===== src/rtl/rom_arb_pkg.sv =====
// Shared types and constants for the two-master Wishbone ROM arbiter.
package rom_arb_pkg;

   typedef enum logic [1:0] {
      IDLE = 2'd0,
      GNT0 = 2'd1,
      GNT1 = 2'd2
   } arb_state_e;

   localparam logic M0 = 1'b0;
   localparam logic M1 = 1'b1;

   // The round-robin pointer always names the master that lost (or did not take) the last grant.
   function automatic logic other_master(input logic m);
      return ~m;
   endfunction

endpackage


===== src/rtl/rom_arb_timeout.sv =====
// Grant watchdog: counts grant cycles without an ack and flags expiry on the CYCLES-th one.
module rom_arb_timeout #(
   parameter int unsigned CYCLES = 16
) (
   input  logic clk,
   input  logic rst_n,
   input  logic clear,
   input  logic enable,
   output logic expired
);

   localparam int unsigned Last = (CYCLES == 0) ? 0 : CYCLES - 1;
   localparam int unsigned CntW = (Last < 2) ? 1 : $clog2(Last + 1);

   logic [CntW-1:0] count_q, count_d;
   logic            at_last;

   assign at_last = (count_q == CntW'(Last));
   // Expiry is combinational so the error pulse lands in the same cycle the limit is reached.
   assign expired = enable && at_last;

   always_comb begin
      count_d = count_q;
      if (clear) begin
         count_d = '0;
      end else if (enable && !at_last) begin
         count_d = count_q + CntW'(1);
      end
   end

   always_ff @(posedge clk or negedge rst_n) begin
      if (!rst_n) begin
         count_q <= '0;
      end else begin
         count_q <= count_d;
      end
   end

endmodule


===== src/rtl/rom_arbiter_wb.sv =====
// Round-robin arbiter giving two Wishbone masters single-transfer access to one ROM slave.
// Optional grant watchdog enabled by defining ROM_ARB_TIMEOUT_EN.
module rom_arbiter_wb
   import rom_arb_pkg::*;
#(
   parameter int unsigned ADR_W          = 32,
   parameter int unsigned TIMEOUT_CYCLES = 16
) (
   input  logic             clk,
   input  logic             rst_n,
   input  logic             m0_cyc_i,
   input  logic             m0_stb_i,
   input  logic [ADR_W-1:0] m0_adr_i,
   output logic             m0_ack_o,
   output logic             m0_err_o,
   output logic [31:0]      m0_dat_o,
   input  logic             m1_cyc_i,
   input  logic             m1_stb_i,
   input  logic [ADR_W-1:0] m1_adr_i,
   output logic             m1_ack_o,
   output logic             m1_err_o,
   output logic [31:0]      m1_dat_o,
   output logic             wbm_cyc_o,
   output logic             wbm_stb_o,
   output logic [ADR_W-1:0] wbm_adr_o,
   input  logic             wbm_ack_i,
   input  logic [31:0]      wbm_dat_i
);

   arb_state_e state_q, state_d;
   logic       rr_q, rr_d;
   logic       req0, req1;
   logic       grant_start;
   logic       in_grant;
   logic       timeout_expired;

   assign req0     = m0_cyc_i && m0_stb_i;
   assign req1     = m1_cyc_i && m1_stb_i;
   assign in_grant = (state_q != IDLE);

`ifdef ROM_ARB_TIMEOUT_EN
   rom_arb_timeout #(
      .CYCLES (TIMEOUT_CYCLES)
   ) u_timeout (
      .clk     (clk),
      .rst_n   (rst_n),
      .clear   (grant_start),
      .enable  (in_grant && !wbm_ack_i),
      .expired (timeout_expired)
   );
`else
   logic unused_timeout_cfg;
   assign unused_timeout_cfg = ^TIMEOUT_CYCLES;
   assign timeout_expired    = 1'b0;
`endif

   always_comb begin
      state_d     = state_q;
      rr_d        = rr_q;
      grant_start = 1'b0;
      unique case (state_q)
         IDLE: begin
            if (req0 && (!req1 || rr_q == M0)) begin
               state_d     = GNT0;
               rr_d        = other_master(M0);
               grant_start = 1'b1;
            end else if (req1) begin
               state_d     = GNT1;
               rr_d        = other_master(M1);
               grant_start = 1'b1;
            end
         end
         // One transfer per grant: ack, abort or watchdog expiry all hand back to IDLE.
         GNT0: begin
            if (!req0 || wbm_ack_i || timeout_expired) begin
               state_d = IDLE;
            end
         end
         GNT1: begin
            if (!req1 || wbm_ack_i || timeout_expired) begin
               state_d = IDLE;
            end
         end
         default: state_d = IDLE;
      endcase
   end

   always_ff @(posedge clk or negedge rst_n) begin
      if (!rst_n) begin
         state_q <= IDLE;
         rr_q    <= M0;
      end else begin
         state_q <= state_d;
         rr_q    <= rr_d;
      end
   end

   // Slave-side muxing is purely a function of the registered owner, so reset zeroes it at once.
   always_comb begin
      wbm_cyc_o = 1'b0;
      wbm_stb_o = 1'b0;
      wbm_adr_o = '0;
      m0_ack_o  = 1'b0;
      m0_err_o  = 1'b0;
      m0_dat_o  = '0;
      m1_ack_o  = 1'b0;
      m1_err_o  = 1'b0;
      m1_dat_o  = '0;
      unique case (state_q)
         GNT0: begin
            wbm_cyc_o = m0_cyc_i;
            wbm_stb_o = m0_stb_i;
            wbm_adr_o = m0_adr_i;
            m0_ack_o  = wbm_ack_i;
            m0_dat_o  = wbm_dat_i;
            m0_err_o  = timeout_expired;
         end
         GNT1: begin
            wbm_cyc_o = m1_cyc_i;
            wbm_stb_o = m1_stb_i;
            wbm_adr_o = m1_adr_i;
            m1_ack_o  = wbm_ack_i;
            m1_dat_o  = wbm_dat_i;
            m1_err_o  = timeout_expired;
         end
         default: ;
      endcase
   end

endmodule


===== config.mk =====
export PLATFORM = sky130hd
export DESIGN_NAME = rom_arbiter_wb
export DESIGN_NICKNAME = d
export VERILOG_FILES = /design/src/rtl/rom_arb_pkg.sv /design/src/rtl/rom_arb_timeout.sv /design/src/rtl/rom_arbiter_wb.sv
export SDC_FILE = /design/constraint.sdc
export NUM_CORES = 1
export LEC_CHECK = 0
export BUFFER_PORTS_ARGS = -buffer_cell sky130_fd_sc_hd__buf_2
export CAP_MARGIN = 10
export CORE_ASPECT_RATIO = 0.5
export CORE_UTILIZATION = 23
export DETAILED_ROUTE_END_ITERATION = 8
export GPL_ROUTABILITY_DRIVEN = 0
export GPL_TIMING_DRIVEN = 0
export PLACE_DENSITY = 0.76
export SETUP_SLACK_MARGIN = 0.1
export SLEW_MARGIN = 20
export SYNTH_ARGS = -nofsm -noshare
export SYNTH_HDL_FRONTEND = slang
export SYNTH_SLANG_ARGS = --single-unit

===== constraint.sdc =====
create_clock -name clk -period 1.5 [get_ports clk]
set_input_delay 0.15 -clock clk [delete_from_list [all_inputs] [get_ports clk]]
set_output_delay 0.15 -clock clk [all_outputs]
set_load 0.01 [all_outputs]

==> out/results.tsv, run 1 <==
stage	metric	value	unit
run_status	status	finished with violations	
run_status	violations	setup timing	
power	pwr-share-seq	0.033	
cells_and_area	syn2layout_area_growth	157	%
logic_synthesis	ys_warn_count	0	
cells_and_area	antenna_cells	0	
cells_and_area	fin_util	0.652	
power	p_leak	0.00163	uW
worst_setup_path	critPathMaxStageDelay	0.40	ns
timing	max_freq	588	MHz
cells_and_area	register_area	75.1	sq um
grt	gr-usage-all-layers	0.213	
die	rows	17	
routing	wire_per_inst	15.4	um
worst_setup_path	reg2reg_to	state_q[0]	
grt	grt_max_degree	11	
clock_network	cts_tree	done	
worst_setup_path	critPathCapture	wbm_adr_o[26]	
placement	dpl.hpwl	4970	um
power	combPwrFrac	0.918	
routing	ant_nets	0	
worst_setup_path	crit_type	reg2out	
power	p_int	2740	uW
worst_setup_path	crit_family	buffers and inverters	
logic_synthesis	yosysSeqAreaShare	0.0636	
logic_synthesis	syn-cell-area	1180	sq um
timing	finClkSkew	0.000607	ns
routing	wl	7030	um
cells_and_area	fin_cells	457	
worst_setup_path	crit_chain	inv_2 > ha_4 > buf_8 > a22oi_1 > nor2b_1 > buf_2	
die	die_y	52.7	um
timing	finalHoldViolations	0	
worst_setup_path	cp_num_cells	6	
cells_and_area	n_fill_cell	395	
placement	place_worst_setup_slack	-0.242	ns
logic_synthesis	synth_ff_type	dfrtp_1	
timing	post-route-min-period	1.70	ns
routing	drc	0	
logic_synthesis	yosys-top-cells-area	and2_1, a22oi_1, nor2b_1	
placement	io_buffers	202	
worst_setup_path	cp-startpoint	state_q[0]	
grt	grt_pass1_wl	8890	um
grt	grt_pass1_vias	1840	
die	core-area	4660	sq um
power	clkPwrFrac	0.049	
worst_setup_path	rr_worst_depth	5	
clock_network	h-tree-depth	1	
grt	grt-ovfl-total	0	
cells_and_area	multiInputGateArea	1250	sq um
logic_synthesis	yosys_register_bits	3	
min_path	min_path_type	in2async	
logic_synthesis	syn_avg_cell_area	6.75	sq um
worst_setup_path	r2r_slack	-0.18	ns
die	initial_core_util	0.254	
grt	antenna_found_initial	0	
worst_setup_path	end_kind	primary output	
clock_network	clk-insertion-delay-late	0.21	ns
clock_network	ctsRootBufferMaster	clkbuf_8	
clock_network	cts_buffers	3	
power	switching_share	0.422	
timing	setup_viol	101	
power	switchingPower	2000	uW
die	die_area	5440	sq um
clock_network	clock_path_buffers	2	
logic_synthesis	syn_inst	175	
timing	setup_ws	-0.201	ns
clock_network	path_clk_slew	0.03	ns
power	irDropWorstVdd	0.724	mV
cells_and_area	finalNetCount	498	
routing	drt_first_pass_iters	4	
worst_setup_path	crit_fanout	10	
power	total_power	4730	uW
logic_synthesis	synth.most_common_cell	and2_1	
worst_setup_path	cp.buffers_inverters	3	
cells_and_area	drive_gt1_frac	0.744	
logic_synthesis	synthTopCellsByCount	and2_1, a22oi_1, nor2b_1	
worst_setup_path	critPathLaunchType	register	
logic_synthesis	yosys.area.top_type	and2_1	
power	p_per_area	1560	nW/um^2
worst_setup_path	reg2reg_from	state_q[0]	
die	die_w	103	um
routing	viasPerCell	4.69	
clock_network	clock-sinks	3	
die	io_pins	205	
routing	vias	2142	
logic_synthesis	synth-edff-count	0	
worst_setup_path	critPathArrivalTime	1.55	ns
logic_synthesis	synthDistinctLibCells	19	
worst_setup_path	slowest_stage	dfrtp_1	
logic_synthesis	async_flop_share	1.00	
worst_setup_path	critical_path_required	1.35	ns
placement	dp.cells	444	
routing	drt_iter0_markers	73	
run	drv_cap	0	
timing	fin_crit_sh	1.13	
timing	rsz0062_at_grt	yes	
logic_synthesis	synth_top_area_frac	0.350	
timing	drv_slew	0	
[power by group through the flow]
stage | Sequential (uW) | Combinational (uW) | Clock, uW
after floorplan | 139 | 1720 | 0
after global placement | 144 | 2730 | 0
after detailed placement | 145 | 2750 | 0
after CTS | 151 | 3770 | 239
after global routing | 159 | 4650 | 246
final | 155 | 4350 | 232
[cell usage in the layout, fill, tap and decap left out, types with 3 or more instances in the layout]
master and n:
buf_6 32, nor2b_1 33, a22oi_2 22, clkbuf_8 11, and2_1 36, buf_4 5
buf_8 9, nand2_1 3, dfrtp_1 3, and2_4 30, ha_4 3, buf_2 172
a22oi_1 12
[stage by stage]
step | TNS [ns] | hold slack, ns | instance area, sq um
finish | -12.18 | 0.264 | 3040
global placement | -12.95 | -0.0532 | 2280
CTS | -10.46 | 0.265 | 2790
global route | -17.67 | 0.284 | 3040
detailed placement | -13.14 | -0.0533 | 2280
floorplan | 0 | -0.146 | 1190
[cell type report]
class,count,area share
inverter,2,0.00247
timing repair buffer,211,0.437
sequential,3,0.0247
buffer,19,0.0836
multi-input combinational,152,0.410
clock buffer,4,0.0148
tap,66,0.0272
[worst min-delay path by stage]
| stage | to | slack, ns | depth (start not counted) |
|---|---|---|---|
| after floorplan | rr_q | -0.15 | 0 |
| after global placement | rr_q | -0.05 | 1 |
| after detailed placement | rr_q | -0.05 | 1 |
| after CTS | rr_q | 0.26 | 2 |
| after global routing | state_q[0] | 0.28 | 2 |
| final | rr_q | 0.26 | 2 |
[per-layer routing]
| layer | global-route usage | wire [um] | part of all wire | vias up |
|---|---|---|---|---|
| met5 | 0 | 0 | 0 | - |
| met4 | 0.0399 | 78 | 0.011 | 0 |
| met3 | 0.0147 | 287 | 0.041 | 10 |
| met2 | 0.409 | 3870 | 0.55 | 78 |
| met1 | 0.263 | 2800 | 0.40 | 1030 |
| li1 | - | - | - | 1024 |
[flip-flops by register name, summed over array words and instances, names as in the netlist]
name	count
rr_q	1
state_q	2
[timing repair]
| action | 4_1_cts | 5_1_grt |
|---|---|---|
| endpoints found under the hold margin | 3 | 0 |
| hold buffers | 1 | 0 |
| setup endpoints to repair | 102 | 102 |
| cloned | 4 | 0 |
| setup buffers | 3 | 1 |
| gates resized for setup | 95 | 65 |
| pin swaps | 0 | 2 |
[cell families (layout without fill, tap and decap cells)]
logic type | count (synthesis) | count (layout) | synth area share
AO/OA/AOI/OAI | 39 | 39 | 0.252
adder cells (fa/ha/maj) | 3 | 3 | 0.0318
AND/OR/NAND/NOR | 107 | 107 | 0.565
buffers and inverters | 21 | 236 | 0.0752
other | 1 | 2 | 0.00317
multiplexers | 1 | 1 | 0.00953
flip-flops | 3 | 3 | 0.0636
(Power assumes the default switching activity.)
==> inputs of run 2 (changes only) <==
--- a/config.mk
+++ b/config.mk
@@ -13,6 +13,7 @@
 export GPL_ROUTABILITY_DRIVEN = 0
 export GPL_TIMING_DRIVEN = 0
 export PLACE_DENSITY = 0.76
+export RECOVER_POWER = 25
 export SETUP_SLACK_MARGIN = 0.1
 export SLEW_MARGIN = 20
 export SYNTH_ARGS = -nofsm -noshare
==> out/results.tsv, run 2 (synthesis results as in run 1) <==
stage	metric	value	unit	change
run_status	status	finished with violations		unchanged
run_status	violations	setup timing		unchanged
die	die_w	103	um	unchanged
clock_network	cts_tree	done		unchanged
worst_setup_path	end_kind	primary output		unchanged
cells_and_area	n_fill_cell	396		was 395
clock_network	clk-insertion-delay-late	0.21	ns	about the same
cells_and_area	register_area	75.1	sq um	unchanged
placement	dpl.hpwl	4970	um	unchanged
worst_setup_path	crit_fanout	10		unchanged
cells_and_area	drive_gt1_frac	0.742		was 0.744
die	core-area	4660	sq um	unchanged
die	initial_core_util	0.254		unchanged
clock_network	cts_buffers	3		unchanged
cells_and_area	top_register	state_q		unchanged
routing	viasPerCell	4.69		unchanged
routing	vias	2142		unchanged
clock_network	path_clk_slew	0.03	ns	about the same
cells_and_area	final_common_cell	buf_2		unchanged
timing	post-route-min-period	1.70	ns	unchanged
worst_setup_path	critPathLaunchType	register		unchanged
timing	setup_ws	-0.201	ns	unchanged
placement	io_buffers	202		unchanged
die	die_area	5440	sq um	unchanged
routing	wl	7030	um	unchanged
cells_and_area	syn2layout_area_growth	157	%	about the same
clock_network	clock-sinks	3		unchanged
timing	max_freq	588	MHz	unchanged
routing	drc	0		unchanged
grt	grt_pass1_wl	8890	um	unchanged
min_path	min_path_type	in2async		unchanged
cells_and_area	multiInputGateArea	1250	sq um	unchanged
grt	grt_max_degree	11		unchanged
die	io_pins	205		unchanged
timing	drv_slew	0		unchanged
grt	antenna_found_initial	0		unchanged
timing	fin_crit_sh	1.13		unchanged
clock_network	ctsRootBufferMaster	clkbuf_8		unchanged
routing	wl_met3	287	um	unchanged
placement	dpl-instance-area	2280	sq um	unchanged
power	p_leak	0.00163	uW	about the same
power	p_per_area	1560	nW/um^2	about the same
cells_and_area	fin_util	0.652		about the same
cells_and_area	final_cell_mix	buf_2, and2_1, nor2b_1		unchanged
grt	grt-ovfl-total	0		unchanged
timing	rsz0062_at_grt	yes		unchanged
grt	grt_pass1_vias	1840		unchanged
routing	wire_per_inst	15.4	um	unchanged
clock_network	h-tree-depth	1		unchanged
routing	drt_first_pass_iters	4		unchanged
worst_setup_path	slowest_stage	dfrtp_1		unchanged
cells_and_area	antenna_cells	0		unchanged
routing	drt_iter0_markers	73		unchanged
worst_setup_path	r2r_slack	-0.18	ns	about the same
worst_setup_path	crit_type	reg2out		unchanged
die	rows	17		unchanged
cells_and_area	largestRegisters	state_q x2, rr_q x1		unchanged
routing	wl_met2	3870	um	unchanged
timing	finalHoldViolations	0		unchanged
worst_setup_path	critical_path_required	1.35	ns	about the same
timing	setup_viol	101		unchanged
clock_network	clock_path_buffers	2		unchanged
grt	gr-usage-all-layers	0.213		unchanged
worst_setup_path	critPathMaxStageDelay	0.40	ns	about the same
routing	top_layer	met4		unchanged
timing	hold_slack	0.275	ns	was 0.264 ns
cells_and_area	finalNetCount	498		unchanged
timing	finClkSkew	0.000607	ns	unchanged
timing	tns	-12.18	ns	unchanged
die	die_y	52.7	um	unchanged
cells_and_area	fin_area	3040	sq um	about the same
run	drv_cap	0		unchanged
worst_setup_path	crit_chain	inv_2 > ha_4 > buf_8 > a22oi_1 > nor2b_1 > buf_2		unchanged
power	irDropWorstVdd	0.724	mV	unchanged
routing	drt-met1-wl	2800	um	unchanged
worst_setup_path	critPathArrivalTime	1.55	ns	about the same
routing	ant_nets	0		unchanged
cells_and_area	largest_reg_flops	2		unchanged
-- run 2: cell count changes in the layout (fill, tap and decap cells not counted), sizes merged --
cell,previous run,this run
buf,221,220
clkbuf,12,13
-- run 2: layer usage --
layer / vias to the layer above / GRT usage
met1: 1030 / 0.263
met5: - / 0
li1: 1024 / -
met2: 78 / 0.409
met3: 10 / 0.0147
met4: 0 / 0.0399
-- run 2: area by class of cell --
type | instances | share of cell area
plain buffers | 19 | 0.0836
clock buffers | 4 | 0.0148
inverters | 2 | 0.00247
multi-input cells | 152 | 0.410
flip-flops and latches | 3 | 0.0247
well taps | 66 | 0.0272
repair buffers | 211 | 0.437
-- run 2: worst max-delay path: cells and delay by family, from the launching register on --
| kind | cells | cell delay [ns] |
|---|---|---|
| buf+inv | 3 | 0.45 |
| compound gates | 1 | 0.09 |
| simple gates | 1 | 0.16 |
| flops | 1 | 0.40 |
| fa+ha+maj | 1 | 0.23 |
-- run 2: final timing paths --
check	from	to	depth (start not counted)
worst max-delay path	state_q[0]	wbm_adr_o[26]	6
worst min-delay path	rst_n	rr_q	2
worst max register to register	state_q[0]	state_q[0]	5
worst min register to register	rr_q	rr_q	1
max in group asynchronous	rst_n	state_q[1]	2
min in group clk	m0_stb_i	rr_q	3
-- run 2: through the flow --
step | setup WS [ns] | total power [uW] | instances
final | -0.201 | 4730 | 457
after global routing | -0.242 | 5050 | 457
after CTS | -0.150 | 4160 | 456
after detailed placement | -0.242 | 2890 | 444
after global placement | -0.174 | 2870 | 444
after floorplan | 0.00261 | 1860 | 176
-- run 2: timing repair --
action,CTS,global route
pin swaps,0,2
hold endpoints to repair,3,0
gates cloned,4,0
endpoints found under the setup margin,102,102
setup buffers,3,1
gates resized for setup,95,65
hold buffers,1,0
-- run 2: power breakdown --
group,internal [uW],switching [uW]
sequential,118,37.9
clock,181,51.1
combinational,2440,1910
==> inputs of run 3 (changes only) <==
==> constraint.sdc (replaced) <==
create_clock -name clk -period 1.5 [get_ports clk]
set_input_delay 0.15 -clock clk [delete_from_list [all_inputs] [get_ports clk]]
set_output_delay 0.15 -clock clk [all_outputs]
set_load 0.02 [all_outputs]
==> out/results.tsv, run 3 (synthesis results as in run 1) <==
stage	metric	value	unit	change
die	core-area	4660	sq um	unchanged
power	clkPwrFrac	0.039		was 0.049
cells_and_area	finalNetCount	501		was 498
min_path	min_path_type	in2async		unchanged
cells_and_area	final_common_cell	buf_2		unchanged
timing	setup_ws	-0.230	ns	was -0.201 ns
cells_and_area	largestRegisters	state_q x2, rr_q x1		unchanged
grt	grt-busiest-layer	met2		unchanged
grt	grt_use_met2	0.459		was 0.409
grt	antenna_found_initial	0		unchanged
power	p_per_area	1730	nW/um^2	was 1560 nW/um^2
worst_setup_path	crit_type	reg2out		unchanged
routing	ant_nets	0		unchanged
worst_setup_path	slowest_stage	dfrtp_1		unchanged
worst_setup_path	critPathLaunchType	register		unchanged
worst_setup_path	critPathMaxStageDelay	0.41	ns	was 0.40 ns
routing	vias	2206		was 2142
power	p_int	3380	uW	was 2740 uW
timing	finClkSkew	0.00458	ns	was 0.000607 ns
cells_and_area	final_cell_mix	buf_2, buf_6, and2_4		was buf_2, and2_1, nor2b_1
cells_and_area	register_area	75.1	sq um	unchanged
timing	post-route-min-period	1.73	ns	was 1.70 ns
cells_and_area	largest_reg_flops	2		unchanged
grt	met3_usage	0.0373		was 0.0147
grt	grt_max_degree	11		unchanged
cells_and_area	multiInputGateArea	1420	sq um	was 1250 sq um
clock_network	clk-insertion-delay-late	0.22	ns	was 0.21 ns
power	combPwrFrac	0.936		was 0.918
grt	grt-ovfl-total	0		unchanged
cells_and_area	antenna_cells	0		unchanged
clock_network	clock_path_buffers	2		unchanged
cells_and_area	top_register	state_q		unchanged
die	initial_core_util	0.254		unchanged
die	die_area	5440	sq um	unchanged
worst_setup_path	crit_chain	inv_2 > ha_4 > buf_8 > clkbuf_8 > and2_1 > buf_4		was inv_2 > ha_4 > buf_8 > a22oi_1 > nor2b_1 > buf_2
timing	fin_crit_sh	1.15		was 1.13
grt	grt_pass1_vias	1956		was 1840
placement	io_buffers	202		unchanged
die	die_y	52.7	um	unchanged
worst_setup_path	cp.buffers_inverters	4		was 3
clock_network	clock-sinks	3		unchanged
worst_setup_path	crit_family	buffers and inverters		unchanged
timing	hold_slack	0.285	ns	was 0.275 ns
timing	drv_slew	0		unchanged
grt	gr-usage-all-layers	0.243		was 0.213
run_status	violations	setup timing		unchanged
die	io_pins	205		unchanged
timing	setup_viol	102		was 101
die	die_w	103	um	unchanged
routing	drt_iter0_markers	60		was 73
power	switching_share	0.442		was 0.422
routing	drc	0		unchanged
clock_network	h-tree-depth	1		unchanged
timing	finalHoldViolations	0		unchanged
run_status	status	finished with violations		unchanged
grt	grtUsageMet1	0.277		was 0.263
power	pwr-share-seq	0.026		was 0.033
cells_and_area	drive_gt1_frac	0.891		was 0.742
cells_and_area	syn2layout_area_growth	197	%	was 157%
power	switchingPower	2680	uW	was 2000 uW
clock_network	cts_buffers	3		unchanged
placement	place_worst_setup_slack	-0.249	ns	was -0.242 ns
power	irDropWorstVdd	0.864	mV	was 0.724 mV
worst_setup_path	end_kind	primary output		unchanged
routing	viasPerCell	4.80		was 4.69
grt	grt_pass1_wl	9870	um	was 8890 um
routing	wire_per_inst	17.3	um	was 15.4 um
die	rows	17		unchanged
clock_network	path_clk_slew	0.03	ns	about the same
timing	rsz0062_at_grt	yes		unchanged
routing	wl	7980	um	was 7030 um
power	p_leak	0.00172	uW	was 0.00163 uW
clock_network	ctsRootBufferMaster	clkbuf_8		unchanged
worst_setup_path	critical_path_required	1.35	ns	about the same
worst_setup_path	critPathArrivalTime	1.58	ns	was 1.55 ns
placement	dpl.hpwl	4880	um	was 4970 um
run	drv_cap	0		unchanged
routing	drt_first_pass_iters	5		was 4
clock_network	cts_tree	done		unchanged
cells_and_area	n_fill_cell	317		was 396
timing	max_freq	578	MHz	was 588 MHz
worst_setup_path	crit_fanout	10		unchanged
==> run 3: cell count changes in the layout (fill, tap and decap cells not counted), moves of 2 or more <==
cell	previous run	this run
a22oi_1	12	5
a22oi_2	22	29
and2_1	36	16
and2_2	0	2
and2_4	30	48
buf_2	171	117
buf_4	5	32
buf_6	32	62
buf_8	9	11
clkbuf_16	0	3
clkbuf_8	11	7
nor2b_1	33	4
nor2b_2	1	30
==> run 3: final timing paths <==
path	slack, ns	end	depth (start not counted)	startpoint
min reg2reg	0.53	rr_q	1	rr_q
min	0.28	state_q[1]	2	rst_n
min in group clk	0.29	rr_q	3	m0_stb_i
max	-0.23	m0_dat_o[4]	6	state_q[1]
max in group asynchronous	1.06	state_q[0]	2	rst_n
max reg2reg	-0.19	state_q[0]	5	state_q[0]
==> run 3: per-stage QoR <==
stage                      util  instances  area, sq um  total power, uW  setup TNS, ns
after floorplan               -        176         1310             2560              0
after global placement    0.516        444         2400             3570         -13.38
after detailed placement  0.516        444         2400             3570         -13.47
after CTS                 0.664        455         3090             5130         -13.92
after global routing      0.754        460         3510             6380         -19.51
final                     0.754        460         3510             6060         -14.53
==> run 3: layout make-up <==
cell class | instances | share of cell area
repair buffers | 214 | 0.461
well taps | 66 | 0.0235
plain buffers | 19 | 0.0748
multi-input cells | 152 | 0.405
clock buffers | 4 | 0.0128
inverters | 2 | 0.00214
flip-flops and latches | 3 | 0.0214
==> run 3: layer usage <==
| metal | vias up | part of all wire |
|---|---|---|
| li1 | 1029 | - |
| met1 | 1036 | 0.39 |
| met2 | 119 | 0.52 |
| met3 | 22 | 0.066 |
| met4 | 0 | 0.029 |
| met5 | - | 0 |
==> run 3: power by group through the flow <==
stage / clock network (uW) / logic, uW / registers, uW
2_1_floorplan: 0 / 2420 / 139
3_3_place_gp: 0 / 3420 / 144
3_5_place_dp: 0 / 3430 / 145
4_1_cts: 239 / 4730 / 160
5_1_grt: 246 / 5970 / 159
6_report: 234 / 5670 / 156
==> run 3: repair_timing <==
item,in CTS,in global routing
hold buffers,1,0
setup endpoints to repair,102,102
cloned,2,3
setup buffers,4,3
resized for setup,189,103
pin swaps,5,5
hold endpoints to repair,3,0
